===== src/rtl/modular_inverse_if.sv =====
// Start/result handshake bundle shared by the modular inverse block and its requester.
interface modular_inverse_if #(
  parameter int WIDTH = 16
);
  logic             ready_in;
  logic [WIDTH-1:0] value_in;
  logic [WIDTH-1:0] modulus_in;
  logic [WIDTH-1:0] value_out;
  logic             exists_out;
  logic             busy_out;
  logic             valid_out;

  modport master (
    output ready_in, value_in, modulus_in,
    input  value_out, exists_out, busy_out, valid_out
  );

  modport slave (
    input  ready_in, value_in, modulus_in,
    output value_out, exists_out, busy_out, valid_out
  );
endinterface


===== src/rtl/modular_inverse.sv =====
// Modular inverse d = a^-1 mod m by iterative extended Euclid; each quotient comes
// from a WIDTH-cycle restoring divider that is shared with the initial a mod m reduction.
module modular_inverse #(
  parameter int WIDTH = 16
) (
  input  logic              clk_in,
  input  logic              rst_in,
  modular_inverse_if.slave  bus
);
  localparam int CW = $clog2(WIDTH + 1);
  localparam logic [CW-1:0] LAST_CNT  = CW'(WIDTH);
  localparam logic [CW-1:0] LAST_STEP = CW'(WIDTH - 1);

  localparam logic [2:0] S_IDLE   = 3'd0;
  localparam logic [2:0] S_TRIV   = 3'd1;
  localparam logic [2:0] S_REDUCE = 3'd2;
  localparam logic [2:0] S_DIVIDE = 3'd3;
  localparam logic [2:0] S_UPDATE = 3'd4;
  localparam logic [2:0] S_FINAL  = 3'd5;
  localparam logic [2:0] S_DONE   = 3'd6;

  logic [2:0]              r_state;
  logic [CW-1:0]           r_cnt;
  logic [WIDTH-1:0]        r_m;
  logic [WIDTH-1:0]        r_r0;
  logic [WIDTH-1:0]        r_r1;
  logic signed [WIDTH:0]   r_t0;
  logic signed [WIDTH:0]   r_t1;
  logic [WIDTH-1:0]        r_quo;
  logic [WIDTH:0]          r_rem;
  logic [WIDTH-1:0]        r_res_value;
  logic                    r_res_exists;
  logic [WIDTH-1:0]        r_value;
  logic                    r_exists;
  logic                    r_busy;
  logic                    r_valid;

  logic [WIDTH-1:0]        w_divisor;
  logic [WIDTH:0]          w_rem_sh;
  logic                    w_ge;
  logic [WIDTH:0]          w_rem_nx;
  logic [WIDTH-1:0]        w_quo_nx;

  // t0 - q*t1: full 2*WIDTH+1 product, truncation to WIDTH+1 is exact since |t| <= m.
  function automatic logic signed [WIDTH:0] next_t(
    input logic signed [WIDTH:0] t0,
    input logic signed [WIDTH:0] t1,
    input logic [WIDTH-1:0]      q
  );
    logic signed [2*WIDTH:0] qx;
    logic signed [2*WIDTH:0] tx;
    logic signed [WIDTH:0]   prod;
    qx   = $signed({{(WIDTH+1){1'b0}}, q});
    tx   = $signed({{WIDTH{t1[WIDTH]}}, t1});
    prod = (WIDTH+1)'(qx * tx);
    return t0 - prod;
  endfunction

  // Map a Bezout coefficient in [-m, m) into [0, m).
  function automatic logic [WIDTH-1:0] fold_t(
    input logic signed [WIDTH:0] t,
    input logic [WIDTH-1:0]      m
  );
    return WIDTH'(t[WIDTH] ? (t + $signed({1'b0, m})) : t);
  endfunction

  always_comb begin
    w_divisor = (r_state == S_REDUCE) ? r_m : r_r1;
    w_rem_sh  = {r_rem[WIDTH-1:0], r_quo[WIDTH-1]};
    w_ge      = (w_rem_sh >= {1'b0, w_divisor});
    w_rem_nx  = w_ge ? (w_rem_sh - {1'b0, w_divisor}) : w_rem_sh;
    w_quo_nx  = {r_quo[WIDTH-2:0], w_ge};
  end

  always_ff @(posedge clk_in) begin
    if (rst_in) begin
      r_state      <= S_IDLE;
      r_cnt        <= '0;
      r_m          <= '0;
      r_r0         <= '0;
      r_r1         <= '0;
      r_t0         <= '0;
      r_t1         <= '0;
      r_quo        <= '0;
      r_rem        <= '0;
      r_res_value  <= '0;
      r_res_exists <= 1'b0;
      r_value      <= '0;
      r_exists     <= 1'b0;
      r_busy       <= 1'b0;
      r_valid      <= 1'b0;
    end else begin
      r_valid <= 1'b0;
      case (r_state)
        S_IDLE: begin
          // The result cycle itself (r_valid high) never accepts a new request.
          if (bus.ready_in && !r_valid) begin
            r_m     <= bus.modulus_in;
            r_r0    <= bus.modulus_in;
            r_r1    <= '0;
            r_t0    <= '0;
            r_t1    <= '0;
            r_quo   <= bus.value_in;
            r_rem   <= '0;
            r_cnt   <= '0;
            r_busy  <= 1'b1;
            r_state <= (bus.modulus_in[WIDTH-1:1] == '0) ? S_TRIV : S_REDUCE;
          end
        end
        S_TRIV: begin
          // m<=1: r0=m and t0=0 already give (0,0) for m=0 and (0,1) for m=1 in FINAL.
          r_state <= S_FINAL;
        end
        S_REDUCE: begin
          if (r_cnt != LAST_CNT) begin
            r_rem <= w_rem_nx;
            r_quo <= w_quo_nx;
            r_cnt <= r_cnt + 1'b1;
          end else begin
            r_r1    <= r_rem[WIDTH-1:0];
            r_t0    <= '0;
            r_t1    <= {{WIDTH{1'b0}}, 1'b1};
            r_quo   <= r_m;
            r_rem   <= '0;
            r_cnt   <= '0;
            r_state <= (r_rem == '0) ? S_FINAL : S_DIVIDE;
          end
        end
        S_DIVIDE: begin
          r_rem <= w_rem_nx;
          r_quo <= w_quo_nx;
          r_cnt <= r_cnt + 1'b1;
          if (r_cnt == LAST_STEP) r_state <= S_UPDATE;
        end
        S_UPDATE: begin
          r_r0    <= r_r1;
          r_r1    <= r_rem[WIDTH-1:0];
          r_t0    <= r_t1;
          r_t1    <= next_t(r_t0, r_t1, r_quo);
          r_quo   <= r_r1;
          r_rem   <= '0;
          r_cnt   <= '0;
          r_state <= (r_rem == '0) ? S_FINAL : S_DIVIDE;
        end
        S_FINAL: begin
          if (r_r0 == WIDTH'(1)) begin
            r_res_value  <= fold_t(r_t0, r_m);
            r_res_exists <= 1'b1;
          end else begin
            r_res_value  <= '0;
            r_res_exists <= 1'b0;
          end
          r_state <= S_DONE;
        end
        S_DONE: begin
          r_value  <= r_res_value;
          r_exists <= r_res_exists;
          r_busy   <= 1'b0;
          r_valid  <= 1'b1;
          r_state  <= S_IDLE;
        end
        default: r_state <= S_IDLE;
      endcase
    end
  end

  assign bus.value_out  = r_value;
  assign bus.exists_out = r_exists;
  assign bus.busy_out   = r_busy;
  assign bus.valid_out  = r_valid;
endmodule

===== src/flat_wrapper.sv =====
// flat-port wrapper written by rule: the top's interface ports become plain ports
module modular_inverse_flat 
#(
  parameter int WIDTH = 16
)
  (clk_in, rst_in, bus_ready_in, bus_value_in, bus_modulus_in, bus_value_out, bus_exists_out, bus_busy_out, bus_valid_out);
  modular_inverse_if #(.WIDTH(WIDTH)) bus_i ();
  input  logic clk_in;
  input  logic rst_in;
  input wire logic [$bits(bus_i.ready_in)-1:0] bus_ready_in;
  input wire logic [$bits(bus_i.value_in)-1:0] bus_value_in;
  input wire logic [$bits(bus_i.modulus_in)-1:0] bus_modulus_in;
  output wire logic [$bits(bus_i.value_out)-1:0] bus_value_out;
  output wire logic [$bits(bus_i.exists_out)-1:0] bus_exists_out;
  output wire logic [$bits(bus_i.busy_out)-1:0] bus_busy_out;
  output wire logic [$bits(bus_i.valid_out)-1:0] bus_valid_out;
  assign bus_i.ready_in = bus_ready_in;
  assign bus_i.value_in = bus_value_in;
  assign bus_i.modulus_in = bus_modulus_in;
  assign bus_value_out = bus_i.value_out;
  assign bus_exists_out = bus_i.exists_out;
  assign bus_busy_out = bus_i.busy_out;
  assign bus_valid_out = bus_i.valid_out;
  modular_inverse #(.WIDTH(WIDTH)) u_core (.clk_in(clk_in), .rst_in(rst_in), .bus(bus_i));
endmodule

===== config.mk =====
export PLATFORM = sky130hd
export DESIGN_NAME = modular_inverse_flat
export DESIGN_NICKNAME = d
export VERILOG_FILES = /design/src/rtl/modular_inverse_if.sv /design/src/rtl/modular_inverse.sv /design/src/flat_wrapper.sv
export SDC_FILE = /design/constraint.sdc
export NUM_CORES = 1
export LEC_CHECK = 0
export CORE_MARGIN = 2
export CORE_UTILIZATION = 40
export CTS_BUF_LIST = sky130_fd_sc_hd__clkbuf_4 sky130_fd_sc_hd__clkbuf_8
export CTS_CLUSTER_DIAMETER = 120
export DETAILED_ROUTE_END_ITERATION = 10
export GPL_TIMING_DRIVEN = 1
export PLACE_DENSITY = 0.65
export SYNTH_ARGS = -nofsm -noshare
export SYNTH_HDL_FRONTEND = slang
export SYNTH_SLANG_ARGS = --single-unit

===== constraint.sdc =====
create_clock -name clk_in -period 5.55 [get_ports clk_in]
set_clock_uncertainty 0.1 [all_clocks]
set_input_delay 0.8325 -clock clk_in [delete_from_list [all_inputs] [get_ports clk_in]]
set_output_delay 0.8325 -clock clk_in [all_outputs]
set_load 0.005 [all_outputs]

# [Word-level counts from Yosys, hierarchy flattened]
# Index checks and enable logic that the tools add are counted.
[totals] regBits=159 inputBits=35 output_inout_bits=19
[op_classes] add_sub_neg=4 mul=1 magnitude_cmp=1 n_eq_ne=12 n_mux=32 n_reduce_logical=15
[op_table] cell="$mux W16" count=8
[op_table] cell="$pmux W17 S3" count=2
[op_table] cell="$mux W17" count=5
[op_table] cell="$pmux W17 S4" count=1
[op_table] cell="$pmux W16 S4" count=1
[op_table] cell="$pmux W16 S3" count=1
[op_table] cell="$pmux W16 S2" count=1
[op_table] cell="$pmux W5 S4" count=1
[op_table] cell="$pmux W3 S6" count=1
[op_table] cell="$ge A17 B16 Y1" count=1
[op_table] cell="$logic_not A17 Y1" count=1
[op_table] cell="$mul A17 B17 Y17" count=1
[op_table] cell="$sub A17 B16 Y17" count=1
[op_table] cell="$sub A17 B17 Y17" count=1
[op_table] cell="$add A16 B16 Y16" count=1
[op_table] cell="$eq A16 B1 Y1 const B" count=1
[op_table] cell="$logic_not A15 Y1" count=1
[op_table] cell="$mux W3" count=4
[op_table] cell="$mux W5" count=2
[op_table] cell="$eq A3 B3 Y1 const B" count=3
[op_table] cell="$reduce_and A2 Y1" count=4
[op_table] cell="$eq A3 B2 Y1 const B" count=2
[op_table] cell="$reduce_and A3 Y1" count=2
[op_table] cell="$add A5 B1 Y5 const B" count=1
[op_table] cell="14 further kinds" count=18

# [Logic depth before layout (Yosys ltp)]
# Gate-level depths: netlist of run 1.
[logic_depth] word_depth=6 mapped_depth=23 ltp_nobuf=21

# [Worst setup path before layout of run 1]
# No wires, ideal clock.
[synth_path] path_kind="register to register" startpoint="register u_core.r_t1[0]" endpoint="register u_core.r_t1[16]" t_arrival_ns=5.388 required_ns=5.333 path_slack_ns=-0.055 stages_incl_launch_ff=21 path_buffers=2 period_less_slack_ns=5.605 cell_sequence="dfxtp_1 clkbuf_1 clkbuf_1 nand2_1 fa_1 fa_1 inv_1 fa_1 inv_1 fa_1 fa_1 inv_1 fa_1 inv_1 ha_1 a21oi_1 o21ai_0 o31ai_1 o21ai_0 xnor2_1 a22o_1"
[synth_between] elab_chain_len=3
[synth_lines] item="start: declaration" line_no="modular_inverse.sv:28" text="logic signed [WIDTH:0] r_t1;"
[synth_lines] item="start signal: assignment" line_no="modular_inverse.sv:122" text="r_t1 <= {{WIDTH{1'b0}}, 1'b1};"
[synth_lines] item="start signal: assignment" line_no="modular_inverse.sv:139" text="r_t1 <= next_t(r_t0, r_t1, r_quo);"
[synth_lines] item="$mul A17 B17 Y17" line_no="modular_inverse.sv:55" text="prod = (WIDTH+1)'(qx * tx);"
[synth_lines] item="$sub A17 B17 Y17" line_no="modular_inverse.sv:56" text="return t0 - prod;"
[synth_lines] item="$pmux W17 S3" line_no="modular_inverse.sv:94" text="case (r_state)"
# Every way passes these cells.
# A chain may end at the register's enable or synchronous reset.

# [Worst setup path in the final report of run 1]
[layout_path] startpoint="register u_core.r_quo[6]" endpoint="register u_core.r_t1[15]"
[layout_between] elab_chain_len=3
[layout_lines] item="start: declaration" line_no="modular_inverse.sv:29" text="logic [WIDTH-1:0] r_quo;"
[layout_lines] item="start signal: assignment" line_no="modular_inverse.sv:103" text="r_quo <= bus.value_in;"
[layout_lines] item="start signal: assignment" line_no="modular_inverse.sv:117" text="r_quo <= w_quo_nx;"
[layout_lines] item="start signal: assignment" line_no="modular_inverse.sv:123" text="r_quo <= r_m;"
[layout_lines] item="$mul A17 B17 Y17" line_no="modular_inverse.sv:55"
[layout_lines] item="$sub A17 B17 Y17" line_no="modular_inverse.sv:56"
[layout_lines] item="$pmux W17 S3" line_no="modular_inverse.sv:94"
# Every way passes these cells.

==> flow_summary.json, run 1 <==
{
  "status": "finished clean",
  "worstSetupPathDepth": 19,
  "synth_fp_nets": 1770,
  "num_antenna_cells": 0,
  "final_cell_mix": "209 x nand2_1, 182 x inv_1, 145 x dfxtp_1",
  "yosysSeqAreaShare": 0.246,
  "final-hold-violation-count": 0,
  "nFillCells": 3153,
  "async_flop_share": 0,
  "synth_flop_cell": "dfxtp_1",
  "reg2reg_setup_slack_ns": 0.18,
  "grt_usage": 0.215,
  "gp_congestion": 0.885,
  "grt_pass1_wl_mm": 57.2,
  "critPathMaxStageDelay_ns": 0.54,
  "whs_ns": 0.356,
  "worst_pin_slew_ns": 1.28,
  "ff_latch_area_sq_um": 3210,
  "rows": 65,
  "fin_crit_sh": 0.967,
  "critPathKind": "flip-flop to flip-flop",
  "synth_cells": 1526,
  "ir_drop_v": 0.000624,
  "ys_warn_count": 0,
  "htreeDepth": 4,
  "cts_tree": "built",
  "grt_pass1_vias": 10900,
  "yosys-top-cells-area": "dfxtp_1 25%, fa_1 17%, ha_1 9.4%",
  "cp-startpoint": "u_core.r_quo[6]",
  "cp_data_arrival_time_ns": 5.65,
  "layout_commonest_cell": "nand2_1",
  "antenna_found_initial": 0,
  "clk_latency_ns": 0.48,
  "required_ns": 5.83,
  "die_w_um": 184,
  "fp.dieArea_sq_um": 33700,
  "layout-drive-gt1-share": 0.0741,
  "fin_area_sq_um": 14500,
  "vias": 10700,
  "yosysUniqueCellTypes": 63,
  "clk_path_buf_depth": 2,
  "path_buf_inv": 5,
  "timing.rr.end": "u_core.r_t1[15]",
  "drt_wl_total_mm": 35.2,
  "placed_area_sq_um": 14000,
  "coreArea_sq_um": 31700,
  "fmax_ghz": 0.186,
  "routed_via_density": 5.41,
  "path_clk_slew_ns": 0.10,
  "antenna_left": 0,
  "top_level_ports": 54,
  "syn_area_per_cell_sq_um": 8.47,
  "numCtsBuffers": 17,
  "final_nets": 1811,
  "critPathSlowestCell": "fa_1",
  "fp.dieH_um": 184,
  "dr.pass1.iters": 6,
  "synth_area_sq_um": 12900,
  "hold_path_class": "flip-flop to flip-flop",
  "period_minus_slack_ns": 5.37,
  "wire_per_inst_um": 17.7,
  "maxCapViolations": 0,
  "cp_max_fo": 10,
  "synth-edff-count": 0,
  "rr_worst_depth": 19,
  "grt_max_degree": 44,
  "cp-endpoint": "u_core.r_t1[15]",
  "multi_input_area_sq_um": 8780,
  "p_leak_nw": 6.24,
  "setup_violations": 0,
  "io_buffer_count": 53,
  "yosys.area.top_type_share": 0.246,
  "drc": 0,
  "synthToLayoutAreaGrowth_pct": 12.5,
  "cp_cell_sequence": "buf_4, nand2_1, fa_1, fa_1, inv_1, fa_1, inv_1, fa_1, inv_1, ha_1, fa_1, inv_1, ha_1, a21oi_2, o21ai_1, a2111oi_2, o21bai_1, xor2_1, a22o_1",
  "dp_hpwl_mm": 28.0,
  "cp-start-kind": "flip-flop",
  "grt_overflow": 0,
  "r2r-start": "u_core.r_quo[6]",
  "drt_iter0_drc": 735,
  "endpoint_kind": "flip-flop",
  "maxSlewHeadroom": 0.144,
  "critical_path.most_common_cell": "fa_1",
  "cp_top_family": "adder cells",
  "ys_seq_elements": 159,
  "cts_sinks": 159,
  "p_per_area_nw_per_um2": 593,
  "synth_area_leader_cell": "dfxtp_1",
  "start_util": 0.407,
  "drv_slew": 0,
  "clock-root-buffer": "clkbuf_8"
}
## worst min-delay path by stage
stage,from,endpoint,slack [ns],cells after the start
after CTS,u_core.r_res_value[3],u_core.r_res_value[3],0.36,2
after floorplan,u_core.r_rem[16],u_core.r_rem[16],0.33,2
final,u_core.r_res_value[3],u_core.r_res_value[3],0.36,2
after global placement,u_core.r_res_exists,u_core.r_res_exists,0.35,2
after detailed placement,u_core.r_res_value[3],u_core.r_res_value[3],0.35,2
after global routing,u_core.r_r1[8],u_core.r_r1[8],0.39,2
## layer usage
layer	up-vias	share of wire	wire, um	track usage
li1	5173	-	-	-
met1	5200	0.46	16100	0.288
met2	268	0.45	15900	0.347
met3	75	0.050	1770	0.0331
met4	0	0.038	1350	0.0899
met5	-	0	0	0
## per-stage QoR
step           setup slack, ns  std cells  total power [mW]   util  TNS [ns]
6_report                 0.181       1982              8.62  0.458         0
5_1_grt                -0.0152       1982              9.38  0.458   -0.0212
4_1_cts                 0.0149       1981              8.46  0.457         0
3_5_place_dp           -0.0564       1949              7.43  0.442   -0.0564
3_3_place_gp            0.0309       1949              7.33  0.442         0
2_1_floorplan           0.0370       1526              5.94      -         0
## cell families (layout without fill, tap and decap cells)
logic type      Yosys count  after routing  synth area share
mux                      32             32            0.0252
buf+inv                 262            316            0.0771
xor+xnor                 78             78            0.0529
compound gates          340            340             0.172
flops                   159            159             0.246
fa+ha+maj               209            209             0.268
simple gates            446            446             0.159
## where the power goes
group          leakage [nW]  internal (mW)  switching [mW]
clock network         0.229          0.478           0.528
logic                  4.71           2.54            3.36
registers              1.30           1.36           0.355
## worst register-to-register path, stage by stage (launching register included)
cell and delay [ns]:
dfxtp_1 0.41, buf_4 0.20, nand2_1 0.08, fa_1 0.48, fa_1 0.54, inv_1 0.05
fa_1 0.53, inv_1 0.07, fa_1 0.49, inv_1 0.04, ha_1 0.30, fa_1 0.49
inv_1 0.04, ha_1 0.35, a21oi_2 0.17, o21ai_1 0.16, a2111oi_2 0.32, o21bai_1 0.13
xor2_1 0.15, a22o_1 0.19
## cell type report
cell class	instances	share of cell area
Multi-Input combinational cell	1105	0.604
Sequential cell	159	0.221
Timing Repair Buffer	102	0.0625
Inverter	182	0.0470
Tap cell	402	0.0346
Clock buffer	18	0.0166
Clock inverter	14	0.0148
## registers in the layout, indices dropped and copies added (netlist names)
| register | cells |
|---|---|
| u_core.r_r1 | 16 |
| u_core.r_m | 16 |
| u_core.r_res_value | 16 |
| u_core.r_quo | 16 |
| u_core.r_r0 | 16 |
| u_core.r_t0 | 17 |
| u_core.bus.busy_out | 1 |
| u_core.r_res_exists | 1 |
| u_core.bus.valid_out | 1 |
| u_core.r_t1 | 17 |
| u_core.r_state | 3 |
| u_core.bus.exists_out | 1 |
| u_core.r_rem | 17 |
| u_core.r_cnt | 5 |
| u_core.bus.value_out | 16 |
## repair_timing
| action | in CTS | in global routing |
|---|---|---|
| setup buffers | 0 | 1 |
| hold buffers | 0 | 0 |
| pin swaps | 0 | 5 |
| resized for setup | 5 | 18 |
| endpoints found under the setup margin | 1 | 3 |
## cells in the mapped netlist (all sizes together) (35+ instances only)
| cell | instances |
|---|---|
| xnor2 | 50 |
| dfxtp | 159 |
| a21oi | 93 |
| nand2 | 210 |
| inv | 182 |
| o21ai | 61 |
| a22oi | 43 |
| ha | 97 |
| clkbuf | 74 |
| a31oi | 35 |
| nor2 | 80 |
| fa | 112 |
| and2 | 73 |
Note: power is estimated with default switching activity, not from simulation.
==> inputs of run 2 (changes only) <==
REMOVE_ABC_BUFFERS = 1   (was not set)
==> run 2 against run 1 <==
  * Utilization about the same
  * Register-to-register slack is essentially flat
  * Combinational power increased by 0.8%
  * Final cell count up 0.15%
  * Design area about the same
  * Maximum frequency grew 0.24%
  * First-iteration DRC count fell by 6.7%
  * Critical path type unchanged
==> flow_summary.json, run 2 (synthesis results as in run 1) <==
{
  "min_from": "u_core.r_res_value[7]",
  "io_buffer_count": 53,
  "grt_overflow": 0,
  "final_cell_mix": "209 x nand2_1, 182 x inv_1, 141 x dfxtp_1",
  "synthToLayoutAreaGrowth_pct": 12.6,
  "placed_area_sq_um": 14100,
  "clk_path_buf_depth": 2,
  "grt_pass1_wl_mm": 58.4,
  "top_level_ports": 54,
  "hold_path_class": "flip-flop to flip-flop",
  "grt_use_met1": 0.302,
  "p_switching_mw": 4.25,
  "largestRegisters": "u_core.r_rem x17, u_core.r_t0 x17, u_core.r_t1 x17",
  "power_mw": 8.60,
  "critPathKind": "flip-flop to flip-flop",
  "cts_tree": "built",
  "dr.pass1.iters": 6,
  "critPathSlowestCell": "fa_1",
  "fp.dieArea_sq_um": 33700,
  "rsz0062_at_grt": "false",
  "grt_usage": 0.221,
  "grt_util_met3": 0.0311,
  "drt_wl_total_mm": 35.9,
  "fmax_ghz": 0.187,
  "final_nets": 1814,
  "cts_sinks": 159,
  "maxCapViolations": 0,
  "p_leak_nw": 6.24,
  "grt_pass1_vias": 10900,
  "htreeDepth": 4,
  "reg2reg_setup_slack_ns": 0.19,
  "status": "finished clean",
  "clock-root-buffer": "clkbuf_8",
  "cp_data_arrival_time_ns": 5.63,
  "drc": 0,
  "maxSlewHeadroom": 0.217,
  "drt_iter0_drc": 686,
  "antenna_left": 0,
  "drv_slew": 0,
  "p_per_area_nw_per_um2": 591,
  "final-hold-violation-count": 0,
  "setup_violations": 0,
  "fin_area_sq_um": 14500,
  "critPathMaxStageDelay_ns": 0.56,
  "period_minus_slack_ns": 5.36,
  "clk_latency_ns": 0.48,
  "dp.cells": 1952,
  "worst_pin_slew_ns": 1.17,
  "layout_commonest_cell": "nand2_1",
  "required_ns": 5.82,
  "wire_per_inst_um": 18.1,
  "gr-max-usage-layer": "met2",
  "start_util": 0.407,
  "fp.dieH_um": 184,
  "critical_path.most_common_cell": "fa_1",
  "grt_use_met2": 0.368,
  "gp_congestion": 0.878,
  "seqPwrFrac": 0.198,
  "layout-drive-gt1-share": 0.0790,
  "ir_drop_v": 0.000967,
  "vias": 10800,
  "fin_crit_sh": 0.965,
  "cp_max_fo": 6,
  "routed_via_density": 5.43,
  "antenna_found_initial": 0,
  "cp-start-kind": "flip-flop",
  "pwr-share-comb": 0.692,
  "swShare": 0.494,
  "r2r-start": "u_core.r_quo[8]",
  "path_clk_slew_ns": 0.10,
  "coreArea_sq_um": 31700,
  "grt_max_degree": 47,
  "stdcell_count": 1985,
  "endpoint_kind": "flip-flop",
  "num_antenna_cells": 0,
  "numCtsBuffers": 17,
  "cp_cell_sequence": "buf_4, and2_1, fa_1, inv_1, fa_1, inv_1, fa_1, inv_1, fa_1, fa_1, inv_1, fa_1, inv_1, ha_1, a21o_1, nand2b_1, a21o_1, o31ai_2, o21ai_1, xnor2_1, a22o_1",
  "hold_buffers": 0,
  "power_frac_clock": 0.110,
  "p_int_mw": 4.35,
  "cp-startpoint": "u_core.r_quo[8]",
  "die_w_um": 184,
  "rows": 65,
  "dp_hpwl_mm": 27.8
}
-- run 2: cell types whose count changed in the layout (fill, tap and decap cells not counted), moves of 3 or more --
cell     change
dfxtp_1      -4
dfxtp_2      +5
inv_6        +4
inv_8        -3
-- run 2: per-layer routing --
layer | part of all wire | vias up | routed length, um
li1 | - | 5176 | -
met1 | 0.46 | 5261 | 16500
met2 | 0.47 | 298 | 16800
met3 | 0.052 | 45 | 1880
met4 | 0.020 | 0 | 704
met5 | 0 | - | 0
-- run 2: power groups by stage --
stage               Combinational, mW  Clock (mW)  Sequential, mW
floorplan                        4.16           0            1.63
global placement                 5.60           0            1.70
detailed placement               5.69           0            1.71
CTS                              5.72       0.960            1.68
global route                     6.59        1.01            1.74
finish                           5.95       0.944            1.71
-- run 2: path summary, 6_finish.rpt --
path	end	cells after the start
setup / recovery	u_core.r_t1[16]	21
hold / removal	u_core.r_res_value[7]	2
setup reg to reg	u_core.r_t1[16]	21
hold reg to reg	u_core.r_res_value[7]	2
-- run 2: worst max-delay path, delay by kind of cell, from the launching register on --
kind	cells	cell delay (ns)
flip-flops	1	0.38
buffers and inverters	6	0.51
XOR/XNOR	1	0.13
AND/OR/NAND/NOR	2	0.33
adder cells (fa/ha/maj)	7	3.01
AO/OA/AOI/OAI	5	0.83
-- run 2: timing repair --
item,4_1_cts,5_1_grt
pin swaps,0,4
cloned,0,0
buffers inserted,0,1
gates resized for setup,2,25
setup endpoints to repair,1,3
-- run 2: layout make-up --
type / count / area [sq um]
Timing Repair Buffer: 105 / 956
Clock inverter: 14 / 169
Sequential cell: 159 / 3210
Inverter: 182 / 683
Clock buffer: 18 / 241
Tap cell: 402 / 503
Fill cell: 3089 / 17200
Multi-Input combinational cell: 1105 / 8780
-- run 2: per-stage QoR --
stage / TNS (ns) / hold WS (ns) / utilization / setup slack, ns
3_3_place_gp: 0 / 0.339 / 0.444 / 0.0415
6_report: 0 / 0.357 / 0.459 / 0.193
4_1_cts: 0 / 0.360 / 0.457 / 0.00538
3_5_place_dp: -0.0545 / 0.346 / 0.444 / -0.0542
5_1_grt: 0 / 0.390 / 0.459 / 0.00162
2_1_floorplan: 0 / 0.326 / - / 0.166
==> inputs of run 3 (changes only) <==
--- a/config.mk
+++ b/config.mk
@@ -13,5 +13,4 @@
 export GPL_TIMING_DRIVEN = 1
 export PLACE_DENSITY = 0.65
-export REMOVE_ABC_BUFFERS = 1
 export SYNTH_ARGS = -nofsm -noshare
 export SYNTH_HDL_FRONTEND = slang
--- a/constraint.sdc
+++ b/constraint.sdc
@@ -3,3 +3,3 @@
 set_input_delay 0.8325 -clock clk_in [delete_from_list [all_inputs] [get_ports clk_in]]
 set_output_delay 0.8325 -clock clk_in [all_outputs]
-set_load 0.005 [all_outputs]
+set_load 0.02 [all_outputs]
==> results of run 3 <==
The final DEF is identical to that of run 1. Status: finished clean.
Among the figures that moved: total power 8.62 mW -> 8.63 mW
